**config.mk**
```make
export PLATFORM = sky130hd
export DESIGN_NAME = writeback_stage
export DESIGN_NICKNAME = d
export VERILOG_FILES = /design/src/rtl/wb_pkg.sv /design/src/rtl/load_align.sv /design/src/rtl/writeback_stage.sv
export SDC_FILE = /design/constraint.sdc
export NUM_CORES = 1
export LEC_CHECK = 0
export BUFFER_PORTS_ARGS = -buffer_cell sky130_fd_sc_hd__buf_2
export CORE_AREA = 8 8 113 135
export DETAILED_ROUTE_END_ITERATION = 10
export DIE_AREA = 0 0 121 143
export PLACE_DENSITY = 0.67
export SETUP_SLACK_MARGIN = 0.5
export SYNTH_ARGS = -nofsm -noshare
export SYNTH_HDL_FRONTEND = slang
export SYNTH_SLANG_ARGS = --single-unit
```
**constraint.sdc**
```tcl
create_clock -name clk -period 5.9 [get_ports clk]
set_clock_uncertainty 0.15 [all_clocks]
set_input_delay 1.18 -clock clk [delete_from_list [all_inputs] [get_ports clk]]
set_output_delay 1.18 -clock clk [all_outputs]
set_load 0.02 [all_outputs]
```
**src/rtl/wb_pkg.sv**
```systemverilog
// Shared constants for the MEM/WB write-back stage: load-size encodings and
// the architecturally special register indices.
package wb_pkg;

    localparam logic [1:0] LOAD_WORD = 2'b00;
    localparam logic [1:0] LOAD_BYTE = 2'b01;
    localparam logic [1:0] LOAD_HALF = 2'b10;
    localparam logic [1:0] LOAD_RSVD = 2'b11;

    localparam logic [4:0] LINK_REG = 5'd31;
    localparam logic [4:0] REG_ZERO = 5'd0;

endpackage

```
**src/rtl/load_align.sv**
```systemverilog
// Combinational little-endian load aligner: picks the byte/half lane from the
// raw memory word, extends it, and flags offsets illegal for the access size.
module load_align
    import wb_pkg::*;
#(
    parameter int WIDTH = 32
) (
    input  logic [WIDTH-1:0] raw_i,
    input  logic [1:0]       offset_i,
    input  logic [1:0]       size_i,
    input  logic             unsigned_i,
    output logic [WIDTH-1:0] data_o,
    output logic             misaligned_o
);

    logic [7:0]  byte_s;
    logic [15:0] half_s;
    logic        byte_sign_s;
    logic        half_sign_s;

    // Lane extraction, extension and alignment check
    always_comb begin
        byte_s       = raw_i[{offset_i, 3'b000} +: 8];
        half_s       = offset_i[1] ? raw_i[16 +: 16] : raw_i[0 +: 16];
        byte_sign_s  = byte_s[7] & ~unsigned_i;
        half_sign_s  = half_s[15] & ~unsigned_i;
        data_o       = raw_i;
        misaligned_o = 1'b0;
        case (size_i)
            LOAD_BYTE: begin
                data_o       = {{(WIDTH-8){byte_sign_s}}, byte_s};
                misaligned_o = 1'b0;
            end
            LOAD_HALF: begin
                // An odd half offset still returns the offset[1] lane; the trap is raised elsewhere
                data_o       = {{(WIDTH-16){half_sign_s}}, half_s};
                misaligned_o = offset_i[0];
            end
            default: begin
                // Word and the reserved encoding both behave as a full-word load
                data_o       = raw_i;
                misaligned_o = (offset_i != 2'b00);
            end
        endcase
    end

endmodule

```
**src/rtl/writeback_stage.sv**
```systemverilog
// MEM/WB pipeline register and write-back select feeding the register file
// and the forwarding unit. Outputs are functions of the stored fields only.
module writeback_stage
    import wb_pkg::*;
#(
    parameter int WIDTH  = 32,
    parameter int REG_AW = 5
) (
    input  logic              clk,
    input  logic              rst_n,
    input  logic              Stall_i,
    input  logic              Flush_i,
    input  logic              Valid_i,
    input  logic              Reg_Write_i,
    input  logic              MemtoReg_i,
    input  logic              Jal_i,
    input  logic [1:0]        Load_Size_i,
    input  logic              Load_Unsigned_i,
    input  logic [REG_AW-1:0] Write_Register_i,
    input  logic [WIDTH-1:0]  ALU_Result_i,
    input  logic [WIDTH-1:0]  Mem_Data_i,
    input  logic [WIDTH-1:0]  PC_Plus4_i,
    output logic              Reg_Write_o,
    output logic [REG_AW-1:0] Write_Register_o,
    output logic [WIDTH-1:0]  Write_Data_o,
    output logic              Wb_Valid_o,
    output logic              Misaligned_o
);

    logic              valid_q,    valid_d;
    logic              regwrite_q, regwrite_d;
    logic              memtoreg_q, memtoreg_d;
    logic              jal_q,      jal_d;
    logic [1:0]        size_q,     size_d;
    logic              unsigned_q, unsigned_d;
    logic [REG_AW-1:0] dest_q,     dest_d;
    logic [WIDTH-1:0]  alu_q,      alu_d;
    logic [WIDTH-1:0]  mem_q,      mem_d;
    logic [WIDTH-1:0]  pc4_q,      pc4_d;

    logic [WIDTH-1:0]  load_data_s;
    logic              load_mis_s;

    // Next-state: flush beats stall beats capture; the link destination is resolved here
    always_comb begin
        valid_d    = valid_q;
        regwrite_d = regwrite_q;
        memtoreg_d = memtoreg_q;
        jal_d      = jal_q;
        size_d     = size_q;
        unsigned_d = unsigned_q;
        dest_d     = dest_q;
        alu_d      = alu_q;
        mem_d      = mem_q;
        pc4_d      = pc4_q;
        if (Flush_i) begin
            valid_d = 1'b0;
        end else if (Stall_i) begin
            valid_d = valid_q;
        end else begin
            valid_d    = Valid_i;
            regwrite_d = Reg_Write_i;
            memtoreg_d = MemtoReg_i;
            jal_d      = Jal_i;
            size_d     = Load_Size_i;
            unsigned_d = Load_Unsigned_i;
            dest_d     = Jal_i ? LINK_REG : Write_Register_i;
            alu_d      = ALU_Result_i;
            mem_d      = Mem_Data_i;
            pc4_d      = PC_Plus4_i;
        end
    end

    // Stage register with synchronous active-low reset
    always_ff @(posedge clk) begin
        if (!rst_n) begin
            valid_q    <= 1'b0;
            regwrite_q <= 1'b0;
            memtoreg_q <= 1'b0;
            jal_q      <= 1'b0;
            size_q     <= 2'b00;
            unsigned_q <= 1'b0;
            dest_q     <= '0;
            alu_q      <= '0;
            mem_q      <= '0;
            pc4_q      <= '0;
        end else begin
            valid_q    <= valid_d;
            regwrite_q <= regwrite_d;
            memtoreg_q <= memtoreg_d;
            jal_q      <= jal_d;
            size_q     <= size_d;
            unsigned_q <= unsigned_d;
            dest_q     <= dest_d;
            alu_q      <= alu_d;
            mem_q      <= mem_d;
            pc4_q      <= pc4_d;
        end
    end

    load_align #(.WIDTH(WIDTH)) u_load_align (
        .raw_i        (mem_q),
        .offset_i     (alu_q[1:0]),
        .size_i       (size_q),
        .unsigned_i   (unsigned_q),
        .data_o       (load_data_s),
        .misaligned_o (load_mis_s)
    );

    // Write-back select and r0 masking
    always_comb begin
        Reg_Write_o      = valid_q & regwrite_q & (dest_q != REG_ZERO);
        Write_Register_o = dest_q;
        Wb_Valid_o       = valid_q;
        Misaligned_o     = valid_q & memtoreg_q & ~jal_q & load_mis_s;
        if (jal_q) begin
            Write_Data_o = pc4_q;
        end else if (memtoreg_q) begin
            Write_Data_o = load_data_s;
        end else begin
            Write_Data_o = alu_q;
        end
    end

endmodule

```
==> qor.txt <==
endpoints failing setup - 0
post-synthesis instance total - 679
routed wire length - 16.9 mm
crit end category - output pin
Worst Hold Class - reg -> reg
Pwr Density - 267 nW/um^2
path depth of the worst reg2reg path - 3
Leakage - 2.58 nW
crit path DAT - 2.64 ns
sw frac - 26.3%
Slew @ Worst Pin - 1.02 ns
H-Tree Level Count - 3
CTS Buffer Depth - 2
Die Span Y - 143 um
gr ovfl total - 0
sequential share of the synthesized area - 40.4%
unrepaired setup endpoints after global routing - no
CTS tree - done
routing usage on met1 - 24.4%
worst slack at placement - 2.35 ns
Mapped Area - 5350 um^2
CTS Root Buffer Type - clkbuf_16
ANT nets after route - 0
GRT met2 Usage - 32.1%
internal power - 1.28 mW
Rel. slew slack - 31.7%
critical path class - reg -> out
most utilized layer in the global route result - met2
io pins - 152
Gate power share - 15.4%
status - finished clean
syn nets - 793
clock transition at the registers of the reported paths - 0.07 ns
Crit path largest cell delay - 0.55 ns
share of cells above drive strength 1 - 24.7%
Synth warnings - 0
Core Box Area - 13100 um^2
vias per inst - 5.24
clock latency on the worst-skew pair - 0.35 ns
crit start category - register
Worst Slack Setup Final - 1.93 ns
Starting Density - 41.0%
clk sinks - 108
Iter 0 DRT Violations - 355
area leader, netlist - dfxtp_1
FILL cells - 1312
crit path cell chain - inv_1 > ha_1 > nor2b_1 > a21boi_1 > a221oi_1 > o22ai_1 > buf_2
final net count - 907
clock power share - 38.9%
largest net degree at the start of global routing - 60
vias in the first global route - 4976
Final period util - 67.4%
ANT cells - 0
DR vias - 5053
Primary FF master, synth - dfxtp_1
Total Routing Usage GR - 19.5%
area added between synthesis and finish - 21.2%
Final Hold Violating Endpoints - 0
post_cts resized - 0
Final Util - 49.7%
fmax - 0.252 GHz
Seq pwr share - 45.7%
Worst EP required - 4.57 ns
Worst Setup SP - size_q[0]$_SDFFE_PN0P_
Synth cell types - 41
R2R Path Start - jal_q$_SDFFE_PN0P_
total CTS buffers - 9
Synth top area share - 40.4%
max-capacitance violation count - 0
I/O Buffers - 151
Die Wd - 121 um
initial antenna violation count - 0
Power Total - 1.74 mW
first-pass GRT wire length - 26.5 mm
Synth Area per Inst - 7.88 um^2
Worst R2R Setup Slack - 4.57 ns
post-CTS setup repair buffer count - 0
P_sw - 0.457 mW
maximum VDD drop - 0.154 mV
hold buffers post-CTS - 0
Area contributors post-synth - dfxtp_1 (40%), nand2_1 (17%), a21boi_0 (11%), a21boi_1 (3.8%), clkbuf_1 (2.7%)
M3 GR Usage - 3.60%
CP max FO - 9
synthesis-stage register bit count - 108
DRT Pass-1 Iters - 4
Placer Congestion - 0.818
CP endpoint - Write_Data_o[1]
DP Wirelength - 12.4 mm
Reg2Reg Capture Point - jal_q$_SDFFE_PN0P_
die area - 17300 um^2
DR DRC count - 0
number of synthesized flops with an enable pin - 0
setup TNS - 0 ns
row count - 46
critical path's slowest cell - a21boi_1
ys async rst share - 0%
min Tclk post-route - 3.97 ns
Slew Limit Fails - 0
WL per Instance - 17.6 um
==> synth_stat cells, types with 6 or more instances <==
cell	count
a221oi_1	13
buf_2	10
a21boi_0	76
nor3b_1	6
a21boi_1	27
mux2i_1	11
o211ai_1	6
dfxtp_1	108
o22ai_1	7
nor2_1	32
clkbuf_1	39
a221oi_2	9
o31ai_1	6
nand2_1	236
o31ai_2	9
o21a_1	8
o21ai_0	20
nand3b_1	9
o2bb2ai_1	8
==> cell type report <==
class	count	area [um^2]	share of cell area [%]
Timing Repair Buffer	158	821	12.6
Tap cell	168	210	3.24
Clock inverter	5	103	1.58
Inverter	5	18.8	0.289
Clock buffer	9	225	3.47
Sequential cell	108	2160	33.3
Multi-Input combinational cell	511	2950	45.5
==> power by group through the flow <==
| stage | sequential, mW | clock, mW | combinational, mW |
|---|---|---|---|
| floorplan | 0.799 | 0 | 0.171 |
| finish | 0.794 | 0.675 | 0.267 |
| global route | 0.797 | 0.712 | 0.296 |
| global placement | 0.810 | 0 | 0.267 |
| CTS | 0.793 | 0.687 | 0.269 |
| detailed placement | 0.810 | 0 | 0.268 |
==> through the flow <==
step           hold WS [ns]  area (um^2)  std cells
6_report              0.315         6490        964
5_1_grt               0.337         6490        964
4_1_cts               0.319         6490        964
3_5_place_dp          0.306         6160        950
3_3_place_gp          0.298         6160        950
2_1_floorplan         0.285         5350        679
==> cells in the final DEF, fill, tap and decap left out, types with 3 or more instances in the layout <==
cell type	count
clkbuf_16	9
nor3b_1	6
inv_1	4
o21ai_0	20
nor2_1	32
buf_4	6
bufinv_16	3
o21a_1	8
o211ai_1	6
nand2_1	236
nand3b_1	9
a21oi_1	4
buf_2	151
mux2i_1	11
a221oi_1	13
o2bb2ai_1	8
o22ai_1	7
dfxtp_1	107
a221oi_2	9
a21boi_0	76
o31ai_2	9
nor2b_1	3
a21boi_1	27
o31ai_1	6
nor3_1	5
==> worst min path at each step <==
stage | startpoint | to | slack [ns] | cells past startpoint
final | pc4_q[26]$_SDFFE_PN0P_ | pc4_q[26]$_SDFFE_PN0P_ | 0.31 | 2
after global routing | alu_q[3]$_SDFFE_PN0P_ | alu_q[3]$_SDFFE_PN0P_ | 0.34 | 2
after CTS | pc4_q[26]$_SDFFE_PN0P_ | pc4_q[26]$_SDFFE_PN0P_ | 0.32 | 2
after detailed placement | alu_q[3]$_SDFFE_PN0P_ | alu_q[3]$_SDFFE_PN0P_ | 0.31 | 2
after global placement | alu_q[3]$_SDFFE_PN0P_ | alu_q[3]$_SDFFE_PN0P_ | 0.30 | 2
after floorplan | alu_q[7]$_SDFFE_PN0P_ | alu_q[7]$_SDFFE_PN0P_ | 0.29 | 2
==> critical path: cells and delay by family, from the launching register on <==
family                   cells  cell delay (ns)
AO/OA/AOI/OAI                3             1.03
adder cells (fa/ha/maj)      1             0.41
flip-flops                   1             0.36
buffers and inverters        2             0.28
AND/OR/NAND/NOR              1             0.22
==> kinds of logic (layout without fill, tap and decap cells) <==
family,Yosys count,count (layout),share of synthesized area [%]
adders and majority gates,2,2,0.467
buffers and inverters,60,177,4.65
AOI/OAI and AO/OA,202,202,30.0
and+or+nand+nor,296,296,22.4
DFF,108,108,40.4
muxes,11,11,2.06
==> metal layers <==
metal,wire length (um),part of all wire [%]
met5,0,0
met4,372,2.2
met3,905,5.3
met2,8200,48
met1,7460,44
==> registers in the layout (all words and copies together), names as in the netlist <==
register and flops:
mem_q 32, jal_q 1, alu_q 32, size_q 2, unsigned_q 1, pc4_q 32, regwrite_q 1, memtoreg_q 1
Wb_Valid_o 1, Write_Register_o 5
(Power assumes the default switching activity.)
